<file path="config.mk">
export PLATFORM = sky130hd
export DESIGN_NAME = pwm_capture
export DESIGN_NICKNAME = d
export VERILOG_FILES = /design/src/rtl/pwm_capture_pkg.sv /design/src/rtl/pwm_sync_edge.sv /design/src/rtl/pwm_capture.sv
export SDC_FILE = /design/constraint.sdc
export NUM_CORES = 1
export LEC_CHECK = 0
export CAP_MARGIN = 20
export CORE_AREA = 2 2 53 55
export CTS_BUF_LIST = sky130_fd_sc_hd__clkbuf_2 sky130_fd_sc_hd__clkbuf_4 sky130_fd_sc_hd__clkbuf_8
export DETAILED_ROUTE_END_ITERATION = 10
export DIE_AREA = 0 0 55 57
export PLACE_DENSITY_LB_ADDON = 0.2
export SKIP_LAST_GASP = 1
export SYNTH_ARGS = -nofsm -noshare
export SYNTH_HDL_FRONTEND = slang
export SYNTH_HIERARCHICAL = 1
export SYNTH_SLANG_ARGS = --single-unit
</file>
<file path="constraint.sdc">
create_clock -name clk -period 2.1 [get_ports clk]
set_clock_uncertainty 0.2 [all_clocks]
set_input_delay 0.21 -clock clk [delete_from_list [all_inputs] [get_ports clk]]
set_output_delay 0.21 -clock clk [all_outputs]
set_load 0.005 [all_outputs]
</file>
<file path="src/rtl/pwm_capture_pkg.sv">
// Shared audio definitions for the PWM capture block: PCM sample width, PWM
// period and the capture FSM state encoding.
package pwm_capture_pkg;

    localparam int PCM_WIDTH  = 8;
    localparam int PWM_PERIOD = 2**PCM_WIDTH;

    typedef logic [PCM_WIDTH-1:0] pcm_sample_t;

    typedef enum logic {
        ST_SEEK    = 1'b0,
        ST_MEASURE = 1'b1
    } cap_state_t;

endpackage

</file>
<file path="src/rtl/pwm_sync_edge.sv">
// Multi-flop synchronizer for an asynchronous PWM bit followed by a
// rising-edge detector on the synchronized value.
module pwm_sync_edge #(
    parameter int SYNC_STAGES = 2
) (
    input  logic clk,
    input  logic reset,
    input  logic pwm_in,
    output logic pwm_s,
    output logic rise
);

    logic [SYNC_STAGES-1:0] sync_q;
    logic                   pwm_d;

    // Shift form keeps SYNC_STAGES=1 legal without a special case.
    always_ff @(posedge clk) begin
        if (reset) begin
            sync_q <= '0;
            pwm_d  <= 1'b0;
        end else begin
            sync_q <= (sync_q << 1) | SYNC_STAGES'(pwm_in);
            pwm_d  <= pwm_s;
        end
    end

    assign pwm_s = sync_q[SYNC_STAGES-1];
    assign rise  = pwm_s & ~pwm_d;

endmodule

</file>
<file path="src/rtl/pwm_capture.sv">
// PWM demodulator: counts high cycles over each 2^WIDTH-cycle window and
// offers the resulting sample on a valid/ready output port.
module pwm_capture
    import pwm_capture_pkg::*;
#(
    parameter int WIDTH       = PCM_WIDTH,
    parameter int SYNC_STAGES = 2,
    parameter bit ALIGN       = 1'b1
) (
    input  logic             clk,
    input  logic             reset,
    input  logic             pwm_in,
    output logic [WIDTH-1:0] sample_out,
    output logic             sample_vld,
    input  logic             sample_rdy,
    output logic             locked,
    output logic             overrun,
    output cap_state_t       fsm_state
);

    cap_state_t       state, state_nxt;
    logic [WIDTH-1:0] win_cnt, win_cnt_nxt;
    logic [WIDTH:0]   high_cnt, high_cnt_nxt;
    logic [WIDTH:0]   high_sum;
    logic [WIDTH-1:0] sample_sat;
    logic             win_last;
    logic             win_done;
    logic             pwm_s;
    logic             rise;

    pwm_sync_edge #(.SYNC_STAGES(SYNC_STAGES)) u_sync (
        .clk    (clk),
        .reset  (reset),
        .pwm_in (pwm_in),
        .pwm_s  (pwm_s),
        .rise   (rise)
    );

    assign high_sum   = high_cnt + (WIDTH+1)'(pwm_s);
    assign sample_sat = high_sum[WIDTH] ? '1 : high_sum[WIDTH-1:0];
    assign win_last   = (win_cnt == '1);

    always_ff @(posedge clk) begin
        if (reset) begin
            state    <= ST_SEEK;
            win_cnt  <= '0;
            high_cnt <= '0;
        end else begin
            state    <= state_nxt;
            win_cnt  <= win_cnt_nxt;
            high_cnt <= high_cnt_nxt;
        end
    end

    // In SEEK the window counter doubles as the no-edge timeout.
    always_comb begin
        state_nxt    = state;
        win_cnt_nxt  = win_cnt + WIDTH'(1);
        high_cnt_nxt = high_cnt;
        win_done     = 1'b0;
        case (state)
            ST_SEEK: begin
                high_cnt_nxt = '0;
                if (!ALIGN || rise) begin
                    state_nxt    = ST_MEASURE;
                    win_cnt_nxt  = WIDTH'(1);
                    high_cnt_nxt = (WIDTH+1)'(pwm_s);
                end else if (win_last) begin
                    state_nxt = ST_MEASURE;
                end
            end
            ST_MEASURE: begin
                if (win_last) begin
                    win_done     = 1'b1;
                    high_cnt_nxt = '0;
                end else begin
                    high_cnt_nxt = high_sum;
                end
            end
            default: state_nxt = ST_SEEK;
        endcase
    end

    // Handshake: a sample transfers on any edge where sample_vld & sample_rdy;
    // sample_out is held until then, and a newer window result replaces it.
    always_ff @(posedge clk) begin
        if (reset) begin
            sample_out <= '0;
            sample_vld <= 1'b0;
            overrun    <= 1'b0;
        end else if (win_done) begin
            sample_out <= sample_sat;
            sample_vld <= 1'b1;
            if (sample_vld && !sample_rdy)
                overrun <= 1'b1;
        end else if (sample_vld && sample_rdy) begin
            sample_vld <= 1'b0;
        end
    end

    assign locked    = (state == ST_MEASURE);
    assign fsm_state = state;

endmodule

</file>
==> run metrics <==
top cells by area, synth=dfxtp_1 51%, nor2_1 9.0%, a211oi_2 8.3%, xnor2_1 5.1%, xor2_1 3.6%; initial antenna violation count=0; core box area=2620 sq um; crit-path max FO=8; antenna-violating nets left=0; Remaining Overflow, GRT=0; Num Clock Sinks=31; PD cells=759 nW/um^2; Synth top area share=51.2%; critical path startpoint=u_sync/sync_q[1]; violation count after the first detailed-route iteration=21; CTS clk-pin slew, worst paths=0.09 ns; placed inst area=1400 sq um; Period Utilization, post-route=93.1%; largest area contributor in the synthesized netlist=dfxtp_1; maximum vdd ir drop=0.664 mV; DIE HEIGHT=57 microns; gpl congestion=0.725; Die X=55 microns; Syn Area/Cell=9.61 sq um; post-synthesis cell area=1210 sq um; first-pass GRT wire length=3840 microns; fill count=243; Synth Flop Type=dfxtp_1; Finished Cell Area=1490 sq um; most used cell, CP=ha_1; CP arrival=2.01 ns; status=completed; Worst Setup End Kind=flop; R2R depth=6; via count=910; CP max-delay cell=dfxtp_1; critical path class=reg2reg; RR Endpoint=sample_out[1]; worst path cell trace=ha_1 -> ha_1 -> nand3_1 -> or3_1 -> and3_4 -> a211oi_2; Remaining DRCs=0; CP required=2.15 ns; CTS buffer count=5; DRT Wirelength=2260 microns; Final TNS setup=0 ns; worst skew pair latency=0.33 ns; Max Fclk=511 MHz; Area Growth Syn to Fin=22.8%; Synth Net Count=133; Ys Warns=6; vias in the first global route=894; number of buffers added on ports=15; fin crit period=1.96 ns; Final Hold Fails=0; Max clock buf depth=2; RSZ-0062 raised after global routing=false; H-Tree Depth=2; worst-margin pin slew=0.374 ns; Synth Instances=126; Async SR Flop Fraction=0%; Post-synth EDFFs=0; most frequent cells in the layout=31 x dfxtp_1, 29 x nor2_1, 15 x clkdlybuf4s50_1; All-Layer GR Usage=17.5%; Pre-Repair DR Iteration Count=4; layout cells sized above 1=16.2%; DR WL/cell=12.6 microns; max incr delay on CP=0.37 ns; I/O pins=16; CTS root buffer=clkbuf_4; diode count=0; FF-to-FF Start=u_sync/sync_q[1]; most common cell after layout, fill and taps aside=dfxtp_1; overall power=1.13 mW; full die area=3140 sq um; leakage=0.517 nW; Starting Density=46.3%; Final Setup Violations=0; post-synth cell types=27; hold_ws=0.231 ns; HP Class=in2reg; utilization after layout=56.9%; sink of the worst hold path=u_sync/sync_q[0]; FP Rows=19; Seq/Total Area, Yosys=51.2%; CTS tree=built; post-CTS setup repair buffer count=0; Yosys reg bits=31; max-slew violations=0; hold depth=2; Startpoint Class=flop; Nets=154; maxcap violations=0; Worst Hold Launch=pwm_in; pin count of the biggest net entering global routing=13; Slew HR=75.0%; hpwl dp=1640 microns; R2R Setup Slk=0.14 ns; Via density=5.08
-- registers in the layout, indices dropped and copies added (netlist names) --
register and flops:
u_sync/pwm_d 1, sample_out 8, u_sync/sync_q 2, fsm_state 1
high_cnt 9, sample_vld 1, win_cnt 8, overrun 1
-- cells in the mapped netlist (2+ instances only) --
cell type	instances
a211oi_2	8
a21oi_1	4
clkbuf_1	2
dfxtp_1	31
ha_1	3
inv_1	6
nand2_1	5
nand3_1	7
nor2_1	29
nor2b_1	3
nor3_1	2
xnor2_1	7
xor2_1	5
-- stage by stage --
step	std cells	setup slack [ns]
2_1_floorplan	126	0.208
3_3_place_gp	171	0.159
3_5_place_dp	171	0.0429
4_1_cts	179	0.0545
5_1_grt	179	0.0280
6_report	179	0.144
-- report_power, final --
part	internal (mW)	switching, mW	leakage, nW
clock	0.281	0.206	0.0482
sequential	0.596	0.00718	0.251
combinational	0.0187	0.0207	0.218
total	0.896	0.234	0.517
-- metal layers --
metal / part of all wire [%] / GRT usage (%) / routed length, microns / vias to the layer above
met5: 0 / 0 / 0 / -
met3: 3.8 / 8.64 / 87 / 9
li1: - / - / - / 460
met2: 52 / 29.1 / 1180 / 12
met1: 41 / 17.8 / 928 / 429
met4: 2.7 / 8.36 / 61 / 0
-- critical path, delay by kind of cell, from the launching register on --
family | cells | cell delay (ns)
simple gates | 3 | 0.73
flops | 1 | 0.37
fa+ha+maj | 2 | 0.35
compound gates | 1 | 0.23
-- how the worst max path moves through the flow --
stage	slack, ns	end
2_1_floorplan	0.21	sample_out[0]
3_3_place_gp	0.16	sample_out[1]
3_5_place_dp	0.04	sample_out[0]
4_1_cts	0.05	sample_out[1]
5_1_grt	0.03	sample_out[1]
6_report	0.14	sample_out[1]
-- what timing repair did --
action                     CTS  global route
hold buffers                 0             0
setup endpoints to repair    1             2
resized for setup            1             1
-- cell families (layout without fill, tap and decap cells) --
group                    Yosys count  in the layout  synth area share [%]
AO/OA/AOI/OAI                     15             15                  11.6
XOR/XNOR                          12             12                  8.68
adder cells (fa/ha/maj)            3              3                  3.10
buffers and inverters             10             32                  4.03
flip-flops                        31             31                  51.2
AND/OR/NAND/NOR                   55             55                  21.4
-- layout make-up --
class / instances / area [sq um] / share of cell area [%]
inverter: 6 / 22.5 / 1.51
timing repair buffer: 18 / 173 / 11.6
multi-input combinational: 85 / 547 / 36.8
sequential: 31 / 621 / 41.7
clock buffer: 6 / 51.3 / 3.45
tap: 31 / 38.8 / 2.61
clock inverter: 2 / 35.0 / 2.35
No activity file was read; power rests on OpenSTA's default activity.
